File: src/rtl/aq_vpu_vfmau_wb_collect.sv
// Collects vfmau results at their real completion stage (ex3/ex4/ex5) and
// queues them in age order for a valid/ready FPR writeback port.
module aq_vpu_vfmau_wb_collect #(
  parameter int FMAU_SEL_BIT = 2,
  parameter int DEPTH        = 4,
  parameter int PREG_W       = 6,
  parameter int DATA_W       = 64
) (
  input  logic                     forever_cpuclk,
  input  logic                     cpurst,
  input  logic                     vpu_group_0_xx_ex1_sel,
  input  logic [9:0]               vpu_group_0_xx_ex1_eu_sel,
  input  logic [PREG_W-1:0]        vpu_group_0_xx_ex1_dst_preg,
  input  logic                     vpu_group_0_xx_ex1_stall,
  input  logic                     vpu_group_0_xx_ex2_stall,
  input  logic                     vpu_group_0_xx_ex3_stall,
  input  logic                     vpu_group_0_xx_ex4_stall,
  input  logic                     vpu_group_0_xx_ex5_stall,
  input  logic                     vpu_group_0_xx_flush,
  input  logic                     vfmau_vpu_ex2_result_ready_in_ex3,
  input  logic                     vfmau_vpu_ex3_result_ready_in_ex4,
  input  logic [DATA_W-1:0]        vfmau_vpu_ex3_fpr_result,
  input  logic [DATA_W-1:0]        vfmau_vpu_ex4_fpr_result,
  input  logic [DATA_W-1:0]        vfmau_vpu_ex5_fpr_result,
  input  logic [4:0]               vfmau_vpu_ex3_fflags,
  input  logic [4:0]               vfmau_vpu_ex4_fflags,
  input  logic [4:0]               vfmau_vpu_ex5_fflags,
  input  logic                     wb_ready,
  input  logic                     fflags_clr,
  output logic                     wb_vld,
  output logic [PREG_W-1:0]        wb_preg,
  output logic [DATA_W-1:0]        wb_data,
  output logic [4:0]               wb_fflags,
  output logic [4:0]               fflags_acc,
  output logic                     vfmau_stall_req,
  output logic [$clog2(DEPTH):0]   wb_cnt
);

  localparam int PTR_W = $clog2(DEPTH);
  localparam int CNT_W = PTR_W + 1;
  localparam logic [CNT_W-1:0] DEPTH_C = CNT_W'(DEPTH);

  logic [5:1]        stall;
  logic              issue;
  logic [5:2]        vld_reg;
  logic [5:2]        done_reg;
  logic [PREG_W-1:0] preg_reg  [2:5];
  logic              prev_vld  [2:5];
  logic              prev_done [2:5];
  logic [PREG_W-1:0] prev_preg [2:5];
  logic              comp      [2:5];
  logic [DATA_W-1:0] res       [3:5];
  logic [4:0]        flg       [3:5];

  assign stall = {vpu_group_0_xx_ex5_stall, vpu_group_0_xx_ex4_stall, vpu_group_0_xx_ex3_stall,
                  vpu_group_0_xx_ex2_stall, vpu_group_0_xx_ex1_stall};
  assign issue = vpu_group_0_xx_ex1_sel & vpu_group_0_xx_ex1_eu_sel[FMAU_SEL_BIT];

  assign res[3] = vfmau_vpu_ex3_fpr_result;
  assign res[4] = vfmau_vpu_ex4_fpr_result;
  assign res[5] = vfmau_vpu_ex5_fpr_result;
  assign flg[3] = vfmau_vpu_ex3_fflags;
  assign flg[4] = vfmau_vpu_ex4_fflags;
  assign flg[5] = vfmau_vpu_ex5_fflags;

  assign prev_vld[2]  = issue;
  assign prev_preg[2] = vpu_group_0_xx_ex1_dst_preg;
  assign prev_done[2] = 1'b0;
  assign prev_done[3] = vfmau_vpu_ex2_result_ready_in_ex3;
  assign prev_done[4] = vfmau_vpu_ex3_result_ready_in_ex4;
  assign prev_done[5] = 1'b1;
  assign comp[2]      = 1'b0;

  // A completing op leaves a bubble behind it rather than moving on.
  for (genvar gi = 3; gi <= 5; gi++) begin : g_stage
    assign comp[gi]      = vld_reg[gi] & done_reg[gi] & ~stall[gi];
    assign prev_vld[gi]  = vld_reg[gi-1] & ~comp[gi-1];
    assign prev_preg[gi] = preg_reg[gi-1];
  end

  always_ff @(posedge forever_cpuclk or posedge cpurst) begin
    if (cpurst) begin
      vld_reg  <= '0;
      done_reg <= '0;
      for (int k = 2; k <= 5; k++) preg_reg[k] <= '0;
    end else begin
      for (int k = 2; k <= 5; k++) begin
        if (vpu_group_0_xx_flush) begin
          vld_reg[k] <= 1'b0;
        end else if (!stall[k]) begin
          if (stall[k-1]) begin
            vld_reg[k] <= 1'b0;
          end else begin
            vld_reg[k]  <= prev_vld[k];
            preg_reg[k] <= prev_preg[k];
            done_reg[k] <= prev_done[k];
          end
        end
      end
    end
  end

  // Completions in age order: slot 0 = ex5 (oldest), slot 2 = ex3.
  logic              cv   [0:2];
  logic [PREG_W-1:0] cp   [0:2];
  logic [DATA_W-1:0] cd   [0:2];
  logic [4:0]        cf   [0:2];
  logic [PTR_W-1:0]  slot [0:2];
  logic [PTR_W-1:0]  wr_ptr_reg, rd_ptr_reg;
  logic [CNT_W-1:0]  cnt_reg;
  logic [CNT_W-1:0]  enq;
  logic              pop;
  logic [4:0]        acc_reg;

  for (genvar gi = 0; gi < 3; gi++) begin : g_comp
    assign cv[gi] = comp[5-gi];
    assign cp[gi] = preg_reg[5-gi];
    assign cd[gi] = res[5-gi];
    assign cf[gi] = flg[5-gi];
  end

  assign slot[0] = wr_ptr_reg;
  assign slot[1] = wr_ptr_reg + PTR_W'(cv[0]);
  assign slot[2] = wr_ptr_reg + PTR_W'(cv[0]) + PTR_W'(cv[1]);
  assign enq     = CNT_W'(cv[0]) + CNT_W'(cv[1]) + CNT_W'(cv[2]);

  logic [PREG_W-1:0] mem_preg  [0:DEPTH-1];
  logic [DATA_W-1:0] mem_data  [0:DEPTH-1];
  logic [4:0]        mem_flags [0:DEPTH-1];

  always_ff @(posedge forever_cpuclk) begin
    for (int i = 0; i < 3; i++) begin
      if (cv[i]) begin
        mem_preg[slot[i]]  <= cp[i];
        mem_data[slot[i]]  <= cd[i];
        mem_flags[slot[i]] <= cf[i];
      end
    end
  end

  // Head fields are forced to zero when empty so stale entries never leak out.
  assign wb_vld    = (cnt_reg != '0);
  assign wb_preg   = wb_vld ? mem_preg[rd_ptr_reg]  : '0;
  assign wb_data   = wb_vld ? mem_data[rd_ptr_reg]  : '0;
  assign wb_fflags = wb_vld ? mem_flags[rd_ptr_reg] : '0;
  assign pop       = wb_vld & wb_ready;

  always_ff @(posedge forever_cpuclk or posedge cpurst) begin
    if (cpurst) begin
      wr_ptr_reg <= '0;
      rd_ptr_reg <= '0;
      cnt_reg    <= '0;
      acc_reg    <= '0;
    end else begin
      wr_ptr_reg <= wr_ptr_reg + PTR_W'(enq);
      rd_ptr_reg <= rd_ptr_reg + PTR_W'(pop);
      cnt_reg    <= cnt_reg + enq - CNT_W'(pop);
      if (fflags_clr)
        acc_reg <= pop ? wb_fflags : 5'd0;
      else if (pop)
        acc_reg <= acc_reg | wb_fflags;
    end
  end

  assign fflags_acc      = acc_reg;
  assign wb_cnt          = cnt_reg;
  assign vfmau_stall_req = (DEPTH_C - cnt_reg) < CNT_W'(3);

  assert property (@(posedge forever_cpuclk) disable iff (cpurst)
    ({1'b0, cnt_reg} + {1'b0, enq}) <= ({1'b0, DEPTH_C} + {{CNT_W{1'b0}}, pop}));

endmodule

File: config.mk
export PLATFORM = sky130hd
export DESIGN_NAME = aq_vpu_vfmau_wb_collect
export DESIGN_NICKNAME = d
export VERILOG_FILES = /design/src/rtl/aq_vpu_vfmau_wb_collect.sv
export SDC_FILE = /design/constraint.sdc
export NUM_CORES = 1
export LEC_CHECK = 0
export BUFFER_PORTS_ARGS = -buffer_cell sky130_fd_sc_hd__buf_2
export CAP_MARGIN = 15
export CELL_PAD_IN_SITES_DETAIL_PLACEMENT = 1
export CELL_PAD_IN_SITES_GLOBAL_PLACEMENT = 1
export CORE_MARGIN = 3
export CORE_UTILIZATION = 42
export CTS_BUF_LIST = sky130_fd_sc_hd__clkbuf_8
export CTS_CLUSTER_SIZE = 8
export DETAILED_ROUTE_END_ITERATION = 6
export GPL_TIMING_DRIVEN = 1
export PLACE_DENSITY_LB_ADDON = 0.25
export SLEW_MARGIN = 5
export SYNTH_ARGS = -nofsm -noshare
export SYNTH_HDL_FRONTEND = slang
export SYNTH_SLANG_ARGS = --single-unit
File: constraint.sdc
create_clock -name forever_cpuclk -period 10.1 [get_ports forever_cpuclk]
set_input_delay 1.01 -clock forever_cpuclk [delete_from_list [all_inputs] [get_ports forever_cpuclk]]
set_output_delay 1.01 -clock forever_cpuclk [all_outputs]
set_load 0.01 [all_outputs]
# ---- Yosys cells after proc, flatten, opt, wreduce, memory -nomap -nowiden
# Memories as Yosys holds them, arrays and structs flattened.
# Cells that the tools add are included.
dict set report classes {
  n_reduce_logical 6
  add_sub_neg 9
  n_bitwise 19
  n_eq_ne 4
  magnitude_cmp 1
  muxes 24
}
# op count
set ops {}
lappend ops {{2-to-1 mux 64 bit} 1}
lappend ops {{2-to-1 mux 5 bit} 4}
lappend ops {{2-to-1 mux 1 bit} 18}
lappend ops {{AND reduction 3 bit} 4}
lappend ops {{AND 1 bit} 10}
lappend ops {{!= test 2 x 1 -> 1 bit (second input constant)} 4}
lappend ops {{inverter 1 bit} 8}
lappend ops {{adder 2 x 1 -> 2 bit} 3}
lappend ops {{2-to-1 mux 6 bit} 1}
lappend ops {{OR 5 bit} 1}
lappend ops {{adder 2 x 1 -> 3 bit} 1}
lappend ops {{adder 3 bit} 1}
lappend ops {{less-than comparator 3 x 2 -> 1 bit (second input constant)} 1}
lappend ops {{nonzero test 3 bit} 1}
lappend ops {{subtractor 3 x 1 -> 3 bit} 1}
lappend ops {{subtractor 3 bit (first input constant)} 1}
lappend ops {{adder 1 x 1 -> 2 bit} 1}
lappend ops {{adder 2 bit} 1}
lappend ops {{nonzero test 2 bit} 1}
dict set report word_totals {
  mem_bits_rw 300
  inputBits 236
  regBits 43
  out_inout_bits 85
  n_memories 3
}
# memory depth width read_ports rd_clocked_by_memory_dff write_ports line_no
set mem_list {}
lappend mem_list {mem_data 4 64 1 0 3 128} ;# logic [DATA_W-1:0] mem_data [0:DEPTH-1];
lappend mem_list {mem_preg 4 6 1 0 3 127} ;# logic [PREG_W-1:0] mem_preg [0:DEPTH-1];
lappend mem_list {mem_flags 4 5 1 0 3 129} ;# logic [4:0] mem_flags [0:DEPTH-1];

# ---- Depth between registers and ports, before layout
dict set report logic_depth {
  word_depth 7
  ltp_mapped 11
  mapped_depth_nobuf 10
}

# ---- Least setup slack after synthesis
# No wires, ideal clock.
dict set report synth_path {
  kind {input -> register}
  start {input port vpu_group_0_xx_ex5_stall}
  end {memory mem_data[0][0], enable pin}
  cell_stages 4
  path_buffers 1
  setup_time_ps 765
  arrival_time_ps 10054
  slack_ps -720
  path_cell_list {and3b_1 -> clkbuf_1 -> inv_1 -> o311ai_0}
}
# item line_no
set synth_rtl {}
lappend synth_rtl {{from (decl)} 18} ;# input logic vpu_group_0_xx_ex5_stall,
lappend synth_rtl {{to (decl)} 128}

==> reports/summary.md <==
The stage delay of the slowest cell on the critical path was 0.90 ns; the maximum number of pins on one net before global-route repair was 118. The final routed wire length divided by cell count was 27.5 microns. The first TritonRoute pass finished after 5 iterations. The number of placed instances, taps included, is 2811. Data on the critical path arrives at its endpoint at 5.92 ns. Derived from the worst setup path, the maximum achievable clock frequency is 177 MHz. Buffer type at the clock tree root: sky130_fd_sc_hd__clkbuf_8. The count of buffers added by post-CTS timing repair for setup was 0; the final count of hold timing violations was 0.

Worst-case clock buffer depth: 3. Routability-driven placement finished with a final weighted congestion of 0.773. The number of filler cells placed in the layout is 5404.

For the total CTS buffers, the log shows 59. The critical path is of the input port to flip-flop type. The clock-pin slew on the worst setup and hold paths is 0.06 ns. The static power due to leakage was 7.52 nW; the synthesized flop and latch total was 343. The effective utilization at floorplan is 0.428, and the aggregate routed wire length is 80.7 mm. OpenSTA, run right after detailed placement, puts the worst setup slack at 3.89 ns. The worst-case headroom to the max-slew limit was 0.162. By area the synthesized netlist is led by sky130_fd_sc_hd__edfxtp_1 44%, sky130_fd_sc_hd__a31oi_1 9.1%, sky130_fd_sc_hd__mux4_2 8.2%.

In this run the mean area of a mapped cell was 9.98 sq um. The logs give 0.460 ns for the worst hold slack and 2314 for the net count of the mapped netlist. The final critical delay including setup and external delays works out to 5.65 ns.

Gates resized during post-CTS repair numbered 0. Type of element capturing the critical path: a flip-flop. The logs give 0 for the count of final max-slew check failures and 2 for the H-tree depth reported by CTS. The run gives 42 as the number of distinct library cell variants in the gate-level netlist after synthesis. The tools report the count of nets after finishing as 2464. The run finished with clean final reports. After the first detailed-routing iteration, the DRC count stood at 1958. For the summed area of non-filler cells in the final layout, the log shows 23600 sq um. From synthesis to final layout, the design area changed by 14.2%.

Broken down by cell family, the worst path's largest delay share belongs to buffers and inverters. The core area came out at 48100 sq um. Counting every sink on the clock net gives 343. In this run the worst path has a maximum fanout of 65.

Buffers inserted to repair hold after CTS numbered 0. The flip-flop count of the largest register, all copies and words added is 256. Via count of the first global-routing pass: 20799. After global routing the overflow that remains totals 0.

The critical path goes through buf_2 > and3b_1 > ha_1 > ha_1 > xnor3_4 > buf_4 > buf_4 > nand2b_4 > o311ai_4 > buf_4. For this design the ratio of total power to cell area is 187 nW/um^2. The tightest min-delay check is of the flip-flop to flip-flop type. Synthesis produced 2067 cells. For the final database, setup skew stands at 0.0118 ns. The synthesized design spends more area on one cell type than any other, namely sky130_fd_sc_hd__edfxtp_1. For the worst setup path, the data required time is 10.37 ns.

The routed layout has 19669 vias. The tools report the I/O pin count as 321. TritonCTS built the clock tree. Port buffer count: 311.

The detail route stage leaves a number of antenna-violating nets equal to 0. The die covers 51800 sq um. For this run, design rule violations remaining after detail routing come to 0.

In the synthesized netlist the dominant register cell turns out to be sky130_fd_sc_hd__edfxtp_1. The type of element launching the critical path was an input port. The logs give 0.66 ns for the clock latency at the later pin of the worst-skew pair and 0 for the synthesis warning total. After the flow finishes, the layout carries non-filler instances totaling 2937. The slowest stage of the critical path belongs to the cell sky130_fd_sc_hd__xnor3_4. Summing all placed instances gives a cell area of 22400 sq um. The register area share after synthesis came out at 0.489. Slew at the pin closest to its max-slew limit: 1.26 ns. After floorplanning, the core was divided into 80 placement rows.

The synthesized design contains 300 enable-type register cells. Dividing the detail-routed via count by the number of cells gives 6.70. The worst voltage drop across the vdd grid is 0.113 mV, and the fraction of layout instances using a drive strength above 1 is 0.240.

The die is 228 microns wide. Once detailed placement completed, the half-perimeter wirelength came to 44.5 mm. Adding up every negative setup slack in the final design gives 0 ns. The fraction of synthesized cell area taken by the top area cell type was 0.437; the final setup violation count was 0. The share of synthesized registers carrying an async set or reset was 0.125. The first-pass GRT wire length is 121 mm. Setup repair after global routing left no endpoint under its margin.

The final period utilization is 0.559. The library cell appearing most often on the critical path was sky130_fd_sc_hd__buf_4. The count of buffer and inverter cells on the critical path works out to 4. Once routing completed, OpenROAD measured the worst setup slack at 4.45 ns.

Initial antenna violation count: 26. For the total global-route track usage, the log shows 0.303. Die height: 228 microns. The run gives 0 as the number of max-capacitance violations reported. The mapped netlist covers 20600 sq um.
## cells by family (layout without fill, tap and decap cells)
group / after synthesis / after routing / share of synthesized area
mux: 101 / 101 / 0.0961
xor+xnor: 9 / 9 / 0.00558
compound gates: 614 / 614 / 0.168
buf+inv: 277 / 469 / 0.0550
other cells: 0 / 22 / 0
flops: 343 / 343 / 0.489
simple gates: 712 / 712 / 0.179
fa+ha+maj: 11 / 11 / 0.00740
## cells in the final DEF, fill, tap and decap left out, types with 41 or more instances in the layout
cell                         n
sky130_fd_sc_hd__buf_2     311
sky130_fd_sc_hd__o21ai_0   305
sky130_fd_sc_hd__nor3_1    304
sky130_fd_sc_hd__a31oi_1   300
sky130_fd_sc_hd__nand3_1   300
sky130_fd_sc_hd__edfxtp_1  300
sky130_fd_sc_hd__mux4_2     75
sky130_fd_sc_hd__and2_1     75
sky130_fd_sc_hd__clkbuf_8   66
sky130_fd_sc_hd__dfrtp_1    41
## worst reg2reg max path, stage by stage (launching register included)
cell and delay [ns]:
sky130_fd_sc_hd__dfrtp_1 0.37, sky130_fd_sc_hd__and3b_1 0.26, sky130_fd_sc_hd__ha_1 0.39, sky130_fd_sc_hd__ha_1 0.24
sky130_fd_sc_hd__xnor3_4 0.90, sky130_fd_sc_hd__buf_4 0.64, sky130_fd_sc_hd__buf_4 0.74, sky130_fd_sc_hd__nand2b_4 0.60
sky130_fd_sc_hd__o311ai_4 0.23, sky130_fd_sc_hd__buf_4 0.69
## final cells by class
type | instances | area, sq um | share of cell area
sequential | 343 | 10100 | 0.429
multi-input combinational | 1447 | 9570 | 0.406
timing repair buffer | 350 | 1850 | 0.0785
clock buffer | 66 | 908 | 0.0386
tap | 656 | 821 | 0.0349
clock inverter | 37 | 198 | 0.00839
inverter | 16 | 61.3 | 0.00260
antenna | 22 | 55.1 | 0.00234
## cells in the mapped netlist, drive strengths merged (2+ instances only)
master,count
a21oi,2
a31oi,300
a32oi,2
and2,75
and3b,2
buf,72
clkbuf,189
dfrtp,43
edfxtp,300
fa,2
ha,9
inv,16
mux2,26
mux4,75
nand2,9
nand3,302
nand4b,2
nand4bb,2
nor2,7
nor3,304
nor4b,2
o21ai,305
or2,2
xnor2,5
xor2,2
## routing by layer
metal	track usage	vias to the layer above	wire, microns	part of all wire
met5	0	-	101	0.0013
met4	0.148	14	2990	0.037
met3	0.0609	241	6720	0.083
met2	0.516	1016	40300	0.50
met1	0.370	9954	30600	0.38
li1	-	8444	-	-
## power breakdown
group / switching [mW] / internal, mW
logic: 0.736 / 0.648
registers: 0.159 / 1.62
clock network: 0.599 / 0.641
total: 1.50 / 2.91
## final timing paths
| kind | start | cells past startpoint | end | slack, ns |
|---|---|---|---|---|
| max | vpu_group_0_xx_ex5_stall | 10 | mem_data[0][26] | 4.45 |
| min | done_reg[5] | 1 | done_reg[5] | 0.46 |
| max reg2reg | done_reg[5] | 9 | mem_data[0][26] | 4.62 |
| min reg2reg | done_reg[5] | 1 | done_reg[5] | 0.46 |
| max in group asynchronous | cpurst | 3 | rd_ptr_reg[1] | 9.12 |
| min in group asynchronous | cpurst | 3 | fflags_acc[4] | 0.51 |
## metrics by stage
stage,total power [mW],util
finish,4.40,0.489
global route,4.60,0.489
CTS,4.43,0.488
detailed placement,3.20,0.465
global placement,3.16,0.465
floorplan,2.60,-
(Power assumes the default switching activity.)
